File: config.mk
export PLATFORM = sky130hd
export DESIGN_NAME = seq_stage_controller
export DESIGN_NICKNAME = d
export VERILOG_FILES = /design/src/rtl/y86_pkg.sv /design/src/rtl/mem_wait_timer.sv /design/src/rtl/seq_stage_controller.sv
export SDC_FILE = /design/constraint.sdc
export NUM_CORES = 1
export LEC_CHECK = 0
export CAP_MARGIN = 20
export CORE_ASPECT_RATIO = 0.75
export CORE_MARGIN = 2
export CORE_UTILIZATION = 45
export DETAILED_ROUTE_END_ITERATION = 12
export GPL_TIMING_DRIVEN = 0
export PLACE_DENSITY = 0.72
export SYNTH_ARGS = -nofsm -noshare
export SYNTH_HDL_FRONTEND = slang
export SYNTH_HIERARCHICAL = 1
export SYNTH_SLANG_ARGS = --single-unit
File: constraint.sdc
create_clock -name clk -period 4.1 [get_ports clk]
set_input_delay 0.82 -clock clk [delete_from_list [all_inputs] [get_ports clk]]
set_output_delay 0.82 -clock clk [all_outputs]
set_load 0.01 [all_outputs]
File: src/rtl/y86_pkg.sv
// Shared Y86-64 definitions for the SEQ sequencer: instruction codes, status
// codes, stage states and memory-class decode helpers.
package y86_pkg;

  localparam logic [3:0] I_HALT  = 4'h0;
  localparam logic [3:0] I_NOP   = 4'h1;
  localparam logic [3:0] I_CMOV  = 4'h2;
  localparam logic [3:0] I_IRMOV = 4'h3;
  localparam logic [3:0] I_RMMOV = 4'h4;
  localparam logic [3:0] I_MRMOV = 4'h5;
  localparam logic [3:0] I_OPQ   = 4'h6;
  localparam logic [3:0] I_JXX   = 4'h7;
  localparam logic [3:0] I_CALL  = 4'h8;
  localparam logic [3:0] I_RET   = 4'h9;
  localparam logic [3:0] I_PUSH  = 4'hA;
  localparam logic [3:0] I_POP   = 4'hB;

  localparam logic [2:0] STAT_AOK = 3'd1;
  localparam logic [2:0] STAT_HLT = 3'd2;
  localparam logic [2:0] STAT_ADR = 3'd3;
  localparam logic [2:0] STAT_INS = 3'd4;

  typedef enum logic [2:0] {
    ST_IDLE,
    ST_FETCH,
    ST_DECODE,
    ST_EXECUTE,
    ST_MEMORY,
    ST_WRITEBACK,
    ST_PCUPD,
    ST_HALT
  } stage_t;

  function automatic logic is_mem_read(input logic [3:0] ic);
    return (ic == I_MRMOV) || (ic == I_RET) || (ic == I_POP);
  endfunction

  function automatic logic is_mem_write(input logic [3:0] ic);
    return (ic == I_RMMOV) || (ic == I_CALL) || (ic == I_PUSH);
  endfunction

endpackage

File: src/rtl/mem_wait_timer.sv
// Counts data-memory wait cycles; timeout fires on the cycle whose increment
// would reach MEM_TIMEOUT.
module mem_wait_timer #(
  parameter int MEM_TIMEOUT = 16
) (
  input  logic clk,
  input  logic rst,
  input  logic clr,
  input  logic en,
  output logic timeout
);

  localparam int CW = $clog2(MEM_TIMEOUT + 1);

  logic [CW-1:0] count_reg;

  always_ff @(posedge clk) begin
    if (rst || clr) begin
      count_reg <= '0;
    end else if (en) begin
      count_reg <= count_reg + CW'(1);
    end
  end

  assign timeout = en && (count_reg == CW'(MEM_TIMEOUT - 1));

endmodule

File: src/rtl/seq_stage_controller.sv
// Multi-cycle stage sequencer for the Y86-64 SEQ datapath; owns CC, status
// and the retired-instruction counter.
module seq_stage_controller
  import y86_pkg::*;
#(
  parameter int MEM_TIMEOUT = 16,
  parameter int CNT_W       = 32
) (
  input  logic             clk,
  input  logic             rst,
  input  logic             start,
  input  logic [3:0]       icode,
  input  logic             instr_valid,
  input  logic             imem_error,
  input  logic             alu_zf,
  input  logic             alu_sf,
  input  logic             alu_of,
  input  logic             mem_ready,
  input  logic             dmem_error,
  output logic             fetch_en,
  output logic             decode_en,
  output logic             execute_en,
  output logic             memory_en,
  output logic             writeback_en,
  output logic             pc_en,
  output logic             mem_read,
  output logic             mem_write,
  output logic             set_cc,
  output logic [2:0]       cc,
  output logic [2:0]       stat,
  output logic             halted,
  output logic             busy,
  output logic [CNT_W-1:0] instr_count
);

  stage_t           state_reg, state_next;
  logic [2:0]       stat_reg, stat_next;
  logic [2:0]       cc_reg;
  logic [3:0]       icode_q;
  logic [CNT_W-1:0] instr_count_reg;
  logic             timer_clr, timer_en, timeout;

  assign timer_en  = (state_reg == ST_MEMORY) && !mem_ready;
  assign timer_clr = (state_reg != ST_MEMORY) || mem_ready;

  mem_wait_timer #(
    .MEM_TIMEOUT(MEM_TIMEOUT)
  ) u_timer (
    .clk     (clk),
    .rst     (rst),
    .clr     (timer_clr),
    .en      (timer_en),
    .timeout (timeout)
  );

  always_comb begin
    state_next = state_reg;
    stat_next  = stat_reg;
    case (state_reg)
      ST_IDLE: begin
        if (start) state_next = ST_FETCH;
      end
      ST_FETCH: begin
        // Fault priority: address fault, then illegal instruction, then halt.
        if (imem_error) begin
          stat_next  = STAT_ADR;
          state_next = ST_HALT;
        end else if (!instr_valid) begin
          stat_next  = STAT_INS;
          state_next = ST_HALT;
        end else if (icode == I_HALT) begin
          stat_next  = STAT_HLT;
          state_next = ST_HALT;
        end else begin
          state_next = ST_DECODE;
        end
      end
      ST_DECODE: state_next = ST_EXECUTE;
      ST_EXECUTE: begin
        if (is_mem_read(icode_q) || is_mem_write(icode_q)) state_next = ST_MEMORY;
        else state_next = ST_WRITEBACK;
      end
      ST_MEMORY: begin
        // A ready response takes precedence over a coincident timeout.
        if (mem_ready) begin
          if (dmem_error) begin
            stat_next  = STAT_ADR;
            state_next = ST_HALT;
          end else begin
            state_next = ST_WRITEBACK;
          end
        end else if (timeout) begin
          stat_next  = STAT_ADR;
          state_next = ST_HALT;
        end
      end
      ST_WRITEBACK: state_next = ST_PCUPD;
      ST_PCUPD:     state_next = ST_FETCH;
      ST_HALT:      state_next = ST_HALT;
      default:      state_next = ST_IDLE;
    endcase
  end

  always_ff @(posedge clk) begin
    if (rst) begin
      state_reg       <= ST_IDLE;
      stat_reg        <= STAT_AOK;
      cc_reg          <= 3'b100;
      icode_q         <= 4'h0;
      instr_count_reg <= '0;
    end else begin
      state_reg <= state_next;
      stat_reg  <= stat_next;
      if (state_reg == ST_FETCH) icode_q <= icode;
      if (state_reg == ST_EXECUTE && icode_q == I_OPQ) cc_reg <= {alu_zf, alu_sf, alu_of};
      if (state_reg == ST_PCUPD) instr_count_reg <= instr_count_reg + CNT_W'(1);
    end
  end

  always_comb begin
    fetch_en     = 1'b0;
    decode_en    = 1'b0;
    execute_en   = 1'b0;
    memory_en    = 1'b0;
    writeback_en = 1'b0;
    pc_en        = 1'b0;
    mem_read     = 1'b0;
    mem_write    = 1'b0;
    set_cc       = 1'b0;
    case (state_reg)
      ST_FETCH:     fetch_en = 1'b1;
      ST_DECODE:    decode_en = 1'b1;
      ST_EXECUTE: begin
        execute_en = 1'b1;
        set_cc     = (icode_q == I_OPQ);
      end
      ST_MEMORY: begin
        memory_en = 1'b1;
        mem_read  = is_mem_read(icode_q);
        mem_write = is_mem_write(icode_q);
      end
      ST_WRITEBACK: writeback_en = 1'b1;
      ST_PCUPD:     pc_en = 1'b1;
      default: ;
    endcase
  end

  assign cc          = cc_reg;
  assign stat        = stat_reg;
  assign halted      = (state_reg == ST_HALT);
  assign busy        = (state_reg != ST_IDLE) && (state_reg != ST_HALT);
  assign instr_count = instr_count_reg;

endmodule

==> results.md <==
- Io pins: 63
- First-pass DRT Iterations: 6
- Fraction of synthesized area in multiplexers: 0.0261
- CTS tree: built
- Layout cells sized above 1: 0.0670
- CTS root buffer: clkbuf_8
- Largest net degree at the start of global routing: 15
- Clock-pin slew on the worst setup and hold paths: 0.09 ns
- Hold crit path type: flip-flop to flip-flop
- Depth of the CTS H-tree: 2
- Worst skew pair latency: 0.30 ns
- Core Area: 5350 µm²
- Maximum capacitance violations: 0
- Most frequent cells in the layout: clkdlybuf4s50_1, dfxtp_1, a21oi_1
- Synthesis-to-finish area growth: 32.3%
- Gate Count Post-Synth: 288
- Routed Wire Length: 5940 µm
- Initial antenna violation count: 0
- Simple-gate portion of the synthesized area: 0.296
- HPWL after detailed placement: 4340 µm
- Arrival time worst endpoint: 2.32 ns
- Initial core utilization: 0.466
- Max FFs per register: 32
- Gp weighted congestion: 0.804
- Grt ovf: 0
- Critical Path Start Type: flip-flop
- Hold buffers post-CTS: 0
- Die footprint: 6160 µm²
- Worst Max-Slew Pin Slew: 0.580 ns
- First-pass GRT wire length: 10000 µm
- IO buf count: 62
- Final setup vio count: 0
- Chip height: 68.5 µm
- Clk buf depth: 2
- Chip width: 90.0 µm
- CP Capture Type: output port
- Cell total after placement: 425
- Via count: 2327
- Yosys cell types: 48
- Mapped Avg Cell Area: 8.66 µm²
- Cts bufs inserted: 5
- Antenna Cells: 0
- Final ANT Viol Nets: 0
- Final hold vios: 0
- Setup TNS: 0 ns
- Setup Skew: 0.00691 ns
- Vias in the first global route: 2103
- Rel. slew slack: 0.612
- Peak VDD IR: 142 µV
- Finished Layout Cells: 433
- Pwr Density: 307 nW/µm²
- Async SR Flop Fraction: 0
- Final period utilization: 0.766
- Synth Warn #: 6
- Post-synthesis xor/xnor area fraction: 0.0421
- Drt via density: 5.37
- Post-DR wirelength/cell: 13.7 µm
- Largest family of logic cells by synthesized area: simple AND/OR/NAND/NOR gates
- Crit path max fanout: 10
- Syn nets: 305
- Sequential element share of the synthesized area: 0.401
- Post-CTS sizing: 0
- Req. time, crit path: 3.28 ns
- Post-synth EDFFs: 0
- Synth Cell Area: 2490 µm²
- CTS sink count: 50
- Total power: 1.01 mW
- Adder-Cell Fraction of Synth Area: 0.0151
- Initial DRC count: 144
- Max Freq: 0.318 GHz
- Total global-route track usage: 0.200
- Synth Area in Compound Gates: 0.154
- FF-to-FF setup slack: 1.66 ns
- Primary FF master, synth: dfxtp_1
- Status: completed
- Synth Register Bits: 50
- Final nets: 374
- Unrepaired setup endpoints after global routing: no
- Setup CP Type: flip-flop to output port
- Commonest non-fill, non-tap cell in the layout: clkdlybuf4s50_1
- DRC Markers: 0
- Rows: 23
- Pins Over Slew Limit: 0
- Worst hold margin: 0.467 ns
- Post-route minimum period: 3.14 ns
- Static leakage: 1.15 nW
- Post-CTS Setup Bufs: 0
## critical path, stage by stage, from the launching register on
cell and delay (ns):
dfxtp_1 0.41, clkbuf_1 0.29, nor3b_1 0.54, and3b_1 0.24, clkdlybuf4s50_1 0.53
## area by class of cell
| type | count | area, µm² |
|---|---|---|
| clock inverters | 1 | 5.00 |
| plain buffers | 16 | 113 |
| multi-input cells | 208 | 1330 |
| inverters | 14 | 52.6 |
| fillers | 484 | 2050 |
| well taps | 75 | 93.8 |
| flip-flops and latches | 50 | 1000 |
| repair buffers | 62 | 621 |
| clock buffers | 7 | 86.3 |
## metal layers
layer,vias to the layer above,GRT usage,part of all wire
met2,64,0.298,0.41
li1,1181,-,-
met4,0,0.0538,0.0093
met5,-,0,0
met1,1078,0.292,0.53
met3,4,0.0430,0.053
## metrics by stage
stage          area, µm²  utilization  worst slack [ns]
2_1_floorplan       2490            -              1.82
3_3_place_gp        3210        0.599              1.28
3_5_place_dp        3210        0.599              1.28
4_1_cts             3300        0.616             0.955
5_1_grt             3300        0.616             0.813
6_report            3300        0.616             0.959
## cell families after synthesis
logic type,after synthesis
simple gates,125
compound gates,62
flops,50
buf+inv,30
xor+xnor,12
mux,6
fa+ha+maj,3
## cells in the mapped netlist, types with 5 or more instances
library cell | n | share of area
o21ai_0 | 8 | 0.016
or4_1 | 15 | 0.045
mux2i_1 | 5 | 0.020
nand2_1 | 21 | 0.032
nor4_1 | 7 | 0.018
a21oi_1 | 29 | 0.058
nor2_1 | 25 | 0.038
nand3_1 | 10 | 0.020
inv_1 | 14 | 0.021
dfxtp_1 | 50 | 0.40
nand4_1 | 5 | 0.013
nor3_1 | 6 | 0.012
xnor2_1 | 9 | 0.032
o31ai_1 | 16 | 0.048
clkbuf_1 | 9 | 0.014
## where the power goes
group / leakage [nW] / internal, mW / switching (mW)
Sequential: 0.404 / 0.504 / 0.0172
Combinational: 0.697 / 0.0927 / 0.101
Clock: 0.0482 / 0.137 / 0.160
Total: 1.15 / 0.734 / 0.279
## worst paths after layout
| check | from | to | depth (start not counted) |
|---|---|---|---|
| max reg2reg | state_reg[2] | stat[2] | 9 |
| min reg2reg | stat[1] | stat[1] | 2 |
| min | stat[1] | stat[1] | 2 |
| max | state_reg[2] | mem_read | 4 |
Power figures use the tool's default switching activity.
